===== config.mk =====
export PLATFORM = sky130hd
export DESIGN_NAME = ifetch_align
export DESIGN_NICKNAME = d
export VERILOG_FILES = /design/src/rtl/ifetch_align.sv
export SDC_FILE = /design/constraint.sdc
export NUM_CORES = 1
export LEC_CHECK = 0
export ABC_CLOCK_PERIOD_IN_PS = 6800
export CAP_MARGIN = 10
export CELL_PAD_IN_SITES_DETAIL_PLACEMENT = 1
export CELL_PAD_IN_SITES_GLOBAL_PLACEMENT = 1
export CORE_ASPECT_RATIO = 0.5
export CORE_MARGIN = 4
export CORE_UTILIZATION = 30
export DETAILED_ROUTE_END_ITERATION = 12
export GPL_TIMING_DRIVEN = 0
export PLACE_DENSITY_LB_ADDON = 0.1
export SETUP_SLACK_MARGIN = 0.3
export SYNTH_ARGS = -nofsm -noshare
export SYNTH_HDL_FRONTEND = slang
export SYNTH_SLANG_ARGS = --single-unit

===== constraint.sdc =====
create_clock -name clk -period 6.8 [get_ports clk]
set_input_delay 0.68 -clock clk [delete_from_list [all_inputs] [get_ports clk]]
set_output_delay 0.68 -clock clk [all_outputs]
set_load 0.01 [all_outputs]

===== src/rtl/ifetch_align.sv =====
// ifetch_align: fetch-side aligner for the BJX1 decoder. Aligned 32-bit words
// from instruction memory are split into a halfword queue, and the decoder sees
// a 32-bit window {hw[head+1], hw[head]} starting at istrPc.
// Optional feature macro: IFETCH_STALL_CNT_EN (enables the stallCnt counter).
module ifetch_align #(
   parameter int          QHW_DEPTH = 8,
   parameter logic [31:0] RESET_PC  = 32'hA000_0000
) (
   input  logic        clk,
   input  logic        reset,
   output logic        memReq,
   output logic [31:0] memAddr,
   input  logic        memAck,
   input  logic [31:0] memData,
   input  logic        memErr,
   output logic [31:0] istrWord,
   output logic        istrValid,
   output logic [31:0] istrPc,
   output logic        istrFault,
   input  logic        idTake,
   input  logic [1:0]  idStepPc,
   input  logic        brValid,
   input  logic [31:0] brAddr,
   output logic [31:0] stallCnt
);

   localparam int          PW      = $clog2(QHW_DEPTH);
   localparam int          CW      = $clog2(QHW_DEPTH + 1);
   localparam int unsigned DEPTH_U = QHW_DEPTH;

   typedef enum logic [1:0] {RUN, FLUSH, FAULT} state_t;

   state_t        state;
   state_t        state_next;
   logic [15:0]   queue [QHW_DEPTH];
   logic [PW-1:0] head;
   logic [PW-1:0] head_next;
   logic [PW-1:0] head1;
   logic [PW-1:0] tail0;
   logic [PW-1:0] tail1;
   logic [CW-1:0] count;
   logic [CW-1:0] count_next;
   logic [31:0]   pc;
   logic [31:0]   fetch_addr;
   logic          skip_low;
   logic          xfer_ok;
   logic          xfer_err;
   logic          pop_ok;
   logic [1:0]    push_cnt;
   logic [1:0]    pop_cnt;

   // Circular index helper; callers never exceed twice the depth, so one
   // subtraction is enough and non-power-of-two depths still work.
   function automatic logic [PW-1:0] wrap_idx(input int unsigned idx);
      int unsigned w;
      w = (idx >= DEPTH_U) ? idx - DEPTH_U : idx;
      return PW'(w);
   endfunction

   assign istrValid = (count >= CW'(2));
   assign istrWord  = istrValid ? {queue[head1], queue[head]} : 32'd0;
   assign istrPc    = pc;
   assign memAddr   = fetch_addr;
   assign istrFault = (state == FAULT) && !istrValid;

   // Per-edge push/pop amounts, queue indices and the next FSM state.
   always_comb begin
      xfer_ok  = memReq && memAck && !memErr;
      xfer_err = memReq && memAck && memErr;
      push_cnt = 2'd0;
      if (xfer_ok) begin
         push_cnt = skip_low ? 2'd1 : 2'd2;
      end
      pop_ok  = idTake && istrValid;
      pop_cnt = 2'd0;
      if (pop_ok) begin
         case (idStepPc)
            2'd0:    pop_cnt = 2'd0;
            2'd1:    pop_cnt = 2'd1;
            default: pop_cnt = 2'd2;
         endcase
      end
      head1      = wrap_idx(int'(head) + 1);
      tail0      = wrap_idx(int'(head) + int'(count));
      tail1      = wrap_idx(int'(head) + int'(count) + 1);
      head_next  = wrap_idx(int'(head) + int'(pop_cnt));
      count_next = count + CW'(push_cnt) - CW'(pop_cnt);
      state_next = state;
      if (state == FLUSH) begin
         state_next = RUN;
      end
      if (xfer_err) begin
         state_next = FAULT;
      end
   end

   // Control FSM: reset beats redirect, redirect beats any same-edge ack/take.
   // memReq is registered from the post-edge state so a request is only ever
   // raised with at least two free slots in the queue.
   always_ff @(posedge clk) begin
      if (!reset) begin
         state      <= RUN;
         count      <= '0;
         head       <= '0;
         pc         <= RESET_PC;
         fetch_addr <= RESET_PC & ~32'd3;
         skip_low   <= RESET_PC[1];
         memReq     <= 1'b0;
      end else if (brValid) begin
         state      <= FLUSH;
         count      <= '0;
         head       <= '0;
         pc         <= brAddr & ~32'd1;
         fetch_addr <= brAddr & ~32'd3;
         skip_low   <= brAddr[1];
         memReq     <= 1'b0;
      end else begin
         state  <= state_next;
         count  <= count_next;
         head   <= head_next;
         pc     <= pc + {29'd0, pop_cnt, 1'b0};
         if (xfer_ok) begin
            fetch_addr <= fetch_addr + 32'd4;
            skip_low   <= 1'b0;
         end
         memReq <= (state_next == RUN) && (count_next <= CW'(QHW_DEPTH - 2));
      end
   end

   // Queue storage: write fetched halfwords at the tail; a misaligned start
   // drops the lower halfword of the first word.
   always_ff @(posedge clk) begin
      if (reset && !brValid && xfer_ok) begin
         if (skip_low) begin
            queue[tail0] <= memData[31:16];
         end else begin
            queue[tail0] <= memData[15:0];
            queue[tail1] <= memData[31:16];
         end
      end
   end

`ifdef IFETCH_STALL_CNT_EN
   logic [31:0] stall_q;

   // Saturating count of RUN cycles with nothing for the decoder.
   always_ff @(posedge clk) begin
      if (!reset) begin
         stall_q <= 32'd0;
      end else if ((state == RUN) && !istrValid && (stall_q != 32'hFFFF_FFFF)) begin
         stall_q <= stall_q + 32'd1;
      end
   end

   assign stallCnt = stall_q;
`else
   assign stallCnt = 32'd0;
`endif

endmodule


**Yosys cells after proc, flatten, opt, wreduce, memory -nomap -nowiden**

Memories as Yosys holds them, arrays and structs flattened. A register that Yosys moved wholly into a read port is not among the register bits.
Cells that the tools add are included.

- $add $sub $neg: 12
- Magnitude comparators: 6
- Equality and inequality tests: 3
- Mux-type cells: 25
- Bitwise logic cells: 2
- Reduce and logical (&&, ||, !) cells: 15

Operator list:

| operator | count |
|---|---|
| $mux 32 | 4 |
| $add 32x3->32 | 1 |
| $add 32x3->32 const B | 1 |
| $mux 16 | 1 |
| $mux 3 | 5 |
| $sub 3x1->3 const B | 4 |
| $mux 2 | 5 |
| $mux 1 | 9 |
| $ge 4x4->1 const B | 2 |
| $logic_and 1x1->1 | 8 |
| $add 5x1->6 const B | 1 |
| $ge 6x4->1 const B | 1 |
| $add 3x4->5 | 1 |
| $ge 5x4->1 const B | 1 |
| $add 3x1->4 const B | 1 |
| $add 3x2->4 | 1 |
| $add 4x2->4 | 1 |
| $eq 2x1->1 const B | 2 |
| $ge 4x2->1 const B | 1 |
| $le 4x3->1 const B | 1 |
| $logic_not 2->1 | 2 |
| $pmux 2 s2 | 1 |
| $sub 4x2->4 | 1 |
| $logic_not 1->1 | 3 |
| 5 further kinds | 5 |

- Register bits after elaboration: 75
- Bits in writable memories: 128
- Bits of input ports: 72
- Output and inout port bits: 131
- Logic and storage cells: 74
- Memories: 1

Memory list:

| memory | words | width | rd ports | clocked after memory_dff | wr ports | line | text |
|---|---|---|---|---|---|---|---|
| queue | 8 | 16 | 2 | 1 | 2 | 35 | `logic [15:0] queue [QHW_DEPTH];` |

**Depth between registers and ports, before layout**

Gate-level depths: netlist (run 1).

- Depth after elaboration: 7
- Mapped depth: 14
- Mapped depth without buffers: 13

**Worst setup path after synthesis (run 1)**

OpenSTA, ideal clock, no wires.

- Path kind: input-to-reg
- Start point: input memErr
- End point: memory queue[1][0], enable pin
- Library setup time: 0.414 ns
- Data arrival time: 2.902 ns
- Data required time: 6.386 ns
- Slack: 3.483 ns
- Stages on the path: 5
- Buffers on the path: 2
- Cell sequence: and3b_1 > clkbuf_1 > clkbuf_1 > nand3_1 > o31ai_1

RTL lines:

| what | line | text |
|---|---|---|
| start, declared | 15 | `input logic memErr,` |
| end, declared | 35 |  |

**Final worst setup path (run 1)**

- Start point: register head[0]
- End point: output istrWord[21]

- Word-level cells in the longest chain between the ends: 5
- Elaborated cells on any way between the ends: 6
- Classes of those cells: add/sub: 2; order compare: 1; mux: 2; memory: 1

RTL lines:

| what | line | text |
|---|---|---|
| start, declared | 36 | `logic [PW-1:0] head;` |
| start signal, assigned | 120 | `head <= head_next;` |
| $add 3x1->4 * | 83 | `head1 = wrap_idx(int'(head) + 1);` |
| $ge 4x4->1 / $sub 3x1->3 (equally long branches) | 56 | `w = (idx >= DEPTH_U) ? idx - DEPTH_U : idx;` |
| $mux 3 * | 56 |  |
| $mem_v2 8x16 * | -- |  |
| $mux 32 * | 61 | `assign istrWord = istrValid ? {queue[head1], queue[head]} : 32'd0;` |
| end, declared | 16 | `output logic [31:0] istrWord,` |

Mark *: on every way between the ends. The rest lies on a longest branch, timed or not.

==> results of run 1 <==
-- area by class of cell --
cell class | count | area, um^2
Fill cell | 4245 | 24100
Multi-Input combinational cell | 726 | 6380
Sequential cell | 200 | 5290
Timing Repair Buffer | 174 | 1830
Tap cell | 530 | 663
Buffer | 103 | 548
Clock buffer | 17 | 425
Clock inverter | 14 | 124
Inverter | 17 | 63.8
-- cell usage after synthesis, drive strengths merged, types with 5 or more instances --
| library cell | n | area (um^2) |
|---|---|---|
| o311ai | 5 | 43.8 |
| nor3 | 8 | 40.0 |
| a31oi | 11 | 68.8 |
| nor2b | 9 | 56.3 |
| mux4 | 64 | 1440 |
| nor3b | 6 | 45.0 |
| a21oi | 35 | 175 |
| nor2 | 44 | 165 |
| mux2 | 144 | 1660 |
| nand4 | 23 | 144 |
| and2 | 19 | 119 |
| edfxtp | 128 | 3840 |
| or4 | 9 | 67.6 |
| dfxtp | 72 | 1440 |
| inv | 16 | 60.1 |
| nand3 | 36 | 180 |
| clkbuf | 49 | 184 |
| a211oi | 11 | 82.6 |
| xnor2 | 12 | 113 |
| or3 | 8 | 50.1 |
| nor4 | 20 | 125 |
| a311oi | 7 | 61.3 |
| and4 | 14 | 123 |
| nand2b | 7 | 43.8 |
| o31ai | 11 | 82.6 |
| buf | 54 | 364 |
| mux2i | 17 | 170 |
| ha | 12 | 150 |
| and3 | 8 | 50.1 |
| fa | 5 | 100 |
| nand2 | 65 | 244 |
| xor2 | 16 | 140 |
| o21ai | 35 | 175 |
-- logic make-up after synthesis --
logic type | after synthesis
flops | 200
fa+ha+maj | 17
mux | 225
xor+xnor | 29
other cells | 1
simple gates | 285
compound gates | 135
buf+inv | 120
-- final timing paths --
path,depth (start not counted),endpoint,slack (ps),from
worst min-delay path,2,state[0]$_SDFF_PN0_,490,state[0]$_SDFF_PN0_
worst max-delay path,7,istrWord[21],1960,head[0]$_SDFF_PP0_
worst min register to register,2,state[0]$_SDFF_PN0_,490,state[0]$_SDFF_PN0_
worst max register to register,8,queue[4][2]$_DFFE_PP_,2700,head[0]$_SDFF_PP0_
-- tightest hold or removal path: stages, from the launching register on --
cell and delay [ps]:
dfxtp_1 320, nand3_1 60, a21boi_0 70
-- routing by layer --
layer  GRT usage  wire [um]  part of all wire
met4      0.0464        604             0.014
met2       0.354      22000              0.51
met3      0.0335       1740             0.040
met5           0          0                 0
met1       0.253      18800              0.44
-- state kept, by name (all words and copies together) (netlist names) --
name      flops
count         4
head          3
istrPc       31
memAddr      30
memReq        1
queue       128
skip_low      1
state         2
-- per-stage QoR --
step / worst slack (ps) / instances / util
after global placement: 697 / 1742 / 0.370
after global routing: 1720 / 1781 / 0.389
final: 1960 / 1781 / 0.389
after CTS: 1860 / 1781 / 0.389
after detailed placement: 2370 / 1750 / 0.375
after floorplan: 3480 / 1046 / -
-- where the power goes --
group	leakage (nW)	internal (mW)	total [mW]	switching (mW)
registers	1.75	1.33	1.37	0.0460
clock network	0.257	0.507	1.01	0.508
logic	3.09	0.381	0.791	0.410
total	5.09	2.22	3.18	0.964
==> run_results.csv, run 1 <==
group,metric,value,unit
final_layout,final_area,15300,um^2
job,max_cap_violations,0,
route,wl_per_cell,24.2,um
timing,setup_viol,0,
route,drt.antenna.violating_nets,0,
final_layout,area_growth,26.6,%
logic_synthesis,netlist_area,12100,um^2
worst_hold_path,min_path_type,"flop to flop",
place,io_buffer_count,166,
setup_path,cp_data_arrival_time,4160,ps
logic_synthesis,synth_edf_count,128,
place,place_area,14800,um^2
global_routing,grt_pass1_vias,10200,
logic_synthesis,synth_xor_area_frac,0.0228,
logic_synthesis,yosys.area_share.simple,0.128,
logic_synthesis,ys_ff_latch,200,
pwr,power_density,208,nW/um^2
timing,setup_tns,0,ps
logic_synthesis,async_reset_ff_frac,0,
final_layout,final_common_cell,"clkdlybuf4s50_1",
timing,period_needed,4840,ps
timing,rsz0062_at_grt,"false",
floorplan,core,39400,um^2
logic_synthesis,synth_compound_area_frac,0.0710,
logic_synthesis,avgSynthCellArea,12.0,um^2
setup_path,cpMaxStageDelayCell,"clkbuf_1",
pwr,power.total,3.18,mW
final_layout,nets,1328,
timing,slew_headroom,0.230,
place,hpwl,31500,um
route,dr_total_vias,9386,
final_layout,layout_common_cells,"166 x clkdlybuf4s50_1, 128 x edfxtp_1, 114 x mux2_2",
final_layout,diodes,0,
timing,hold_viol,0,
timing,maxSlewViolCount,0,
clocking,post-cts-setup-buffers,0,
route,wl,43200,um
global_routing,grt_max_degree,18,
setup_path,path_class,"flop to primary output",
clocking,clock-sinks,200,
place,place_congestion,0.795,
setup_path,slowest_delay,830,ps
run_status,status,"completed",
logic_synthesis,synth_fa_ha_area_frac,0.0207,
logic_synthesis,yosysSeqAreaShare,0.437,
floorplan,die_h,150,um
clocking,htree_levels,4,
route,route.detailed.drc,0,
route,dr.pass1.iters,6,
clocking,holdBufCountCts,0,
logic_synthesis,ys_types,58,
setup_path,path_cells,"buf_2 > buf_1 > clkbuf_1 > mux4_2 > nand2_1 > a21oi_1 > clkdlybuf4s50_1",
floorplan,chipWidth,292,um
clocking,clk_pin_slew_worst_paths,70,ps
clocking,cts_tree,"yes",
clocking,cts_root_buf,"clkbuf_16",
final_layout,drive_gt1_frac,0.225,
clocking,clk_latency,460,ps
timing,clock.fmax,207,MHz
global_routing,antenna_found_initial,0,
global_routing,grt_pass1_wl,64800,um
timing,period_share,0.712,
floorplan,initial_core_util,0.307,
floorplan,ioPinCount,203,
logic_synthesis,synth_mux_area_frac,0.270,
global_routing,overflow,0,
setup_path,crit_required,6120,ps
clocking,ctsResizeCount,0,
setup_path,startpoint_type,"flop",
setup_path,cp.buffers_inverters,4,
timing,skew,16.8,ps
route,drt_first_iter_violations,542,
logic_synthesis,ys.flop_type,"edfxtp_1",
pwr,leakage,5.09,nW
timing,holdWs,487,ps
floorplan,fp-row-count,51,
clocking,cts_buffers,17,
setup_path,endpoint_kind,"primary output",
setup_path,worstPathMaxFanout,10,
floorplan,dieArea,43800,um^2
route,vias_per_cell,5.27,
logic_synthesis,synth_top_family_by_area,"multiplexers",
logic_synthesis,netlist_instances,1012,
logic_synthesis,synth_warnings,0,
pwr,peakVddDrop,0.139,mV
setup_path,path_delay_family,"buffers and inverters",
timing,worst_slew_pin_slew,1160,ps
clocking,cts_max_path_buffers,2,
global_routing,track_usage,0.198,
No activity file was read; power rests on OpenSTA's default activity.
==> inputs of run 2 (changes only) <==
Settings changed: ABC_CLOCK_PERIOD_IN_PS 6800 to 5100.
Clock period 6.8 ns to 5.1 ns, I/O delays scaled along.
==> run 2 against run 1 <==
Effect of this change: first-iteration DRC count unchanged; sequential power increased by 34%; core utilization about the same; final area barely moved; worst setup slack got worse by 1200 ps; clock skew decreased by 4.7 ps; critical path depth shrank 1; largest cell class unchanged; largest power group unchanged; highest routed layer unchanged.
==> run_results.csv, run 2 (synthesis gave the netlist of run 1 again) <==
group,metric,value,unit
pwr,leakage,5.10,nW
setup_path,crit_required,4590,ps
final_layout,final_area,15300,um^2
setup_path,path_delay_family,"buffers and inverters",
floorplan,initial_core_util,0.307,
route,wl,43200,um
final_layout,regMostFlops,"queue",
clocking,cts_tree,"yes",
route,wl_per_cell,24.3,um
setup_path,cp.buffers_inverters,3,
pwr,peakVddDrop,0.186,mV
clocking,clock-sinks,200,
setup_path,endpoint_kind,"primary output",
route,vias_per_cell,5.27,
setup_path,path_class,"flop to primary output",
setup_path,worstPathMaxFanout,10,
final_layout,diodes,0,
route,dr.pass1.iters,5,
global_routing,grt_pass1_vias,10200,
clocking,cts_buffers,17,
clocking,cts_root_buf,"clkbuf_16",
clocking,htree_levels,4,
global_routing,track_usage,0.198,
pwr,power_density,276,nW/um^2
place,place_congestion,0.795,
timing,maxSlewViolCount,0,
setup_path,cp_data_arrival_time,3860,ps
final_layout,layout_common_cells,"166 x clkdlybuf4s50_1, 128 x edfxtp_1, 114 x mux2_2",
final_layout,nets,1328,
floorplan,ioPinCount,203,
route,highest_layer,"met4",
final_layout,drive_gt1_frac,0.225,
final_layout,area_growth,26.7,%
floorplan,dieArea,43800,um^2
global_routing,grt_max_degree,18,
clocking,holdBufCountCts,0,
final_layout,final_common_cell,"clkdlybuf4s50_1",
run_status,status,"completed",
pwr,power.total,4.24,mW
route,wl_met1,18800,um
clocking,ctsResizeCount,0,
timing,period_share,0.858,
route,drt_first_iter_violations,542,
timing,hold_viol,0,
timing,clock.fmax,229,MHz
place,io_buffer_count,166,
route,drt.antenna.violating_nets,0,
route,met2WireLength,22100,um
clocking,clk_latency,450,ps
final_layout,utilization,0.389,
timing,skew,12.1,ps
route,dr_wl_met3,1760,um
timing,worst_slew_pin_slew,1150,ps
route,route.detailed.drc,0,
clocking,cts_max_path_buffers,2,
setup_path,startpoint_type,"flop",
timing,period_needed,4370,ps
floorplan,fp-row-count,51,
timing,slew_headroom,0.230,
floorplan,chipWidth,292,um
setup_path,slowest_delay,1000,ps
job,max_cap_violations,0,
timing,rsz0062_at_grt,"false",
final_layout,largest_reg_flops,128,
setup_path,cpMaxStageDelayCell,"xnor2_1",
global_routing,antenna_found_initial,0,
clocking,clk_pin_slew_worst_paths,70,ps
timing,setup_viol,0,
global_routing,grt_pass1_wl,64800,um
place,place_area,14800,um^2
clocking,post-cts-setup-buffers,0,
floorplan,die_h,150,um
worst_hold_path,min_path_type,"flop to flop",
route,dr_total_vias,9384,
floorplan,core,39400,um^2
global_routing,overflow,0,
place,hpwl,31500,um
setup_path,path_cells,"buf_1 > xnor2_1 > clkbuf_1 > nand2_1 > a21oi_1 > clkdlybuf4s50_1",
## run 2: routing by layer
layer,vias to the layer above,GRT usage
met5,-,0
met4,0,0.0464
li1,4322,-
met1,4803,0.253
met3,32,0.0335
met2,227,0.354
## run 2: worst min-delay path, cell delays in order (launching register included)
cell and delay (ps):
dfxtp_1 320, nand3_1 60, a21boi_0 70
## run 2: cell type report
type,instances,area (um^2)
inverters,17,63.8
plain buffers,103,556
clock buffers,17,425
fillers,4245,24000
flip-flops and latches,200,5290
multi-input cells,726,6380
well taps,530,663
clock inverters,14,124
repair buffers,174,1830
## run 2: power breakdown
part	internal (mW)	switching, mW
Sequential	1.77	0.0614
Clock	0.675	0.675
Combinational	0.508	0.545
## run 2: stage by stage
stage	hold WS, ps	cells	TNS [ps]	worst slack [ps]
2_1_floorplan	455	1046	0	1820
3_3_place_gp	480	1742	-39600	-833
3_5_place_dp	480	1750	0	839
4_1_cts	490	1781	0	330
5_1_grt	529	1781	0	563
6_report	487	1781	0	726
## run 2: final timing paths
kind,endpoint,slack (ps),startpoint,cells past startpoint
max,istrWord[21],730,head[2]$_SDFF_PP0_,6
min,state[0]$_SDFF_PN0_,490,state[0]$_SDFF_PN0_,2
min reg2reg,state[0]$_SDFF_PN0_,490,state[0]$_SDFF_PN0_,2
max reg2reg,queue[4][2]$_DFFE_PP_,1000,head[0]$_SDFF_PP0_,8
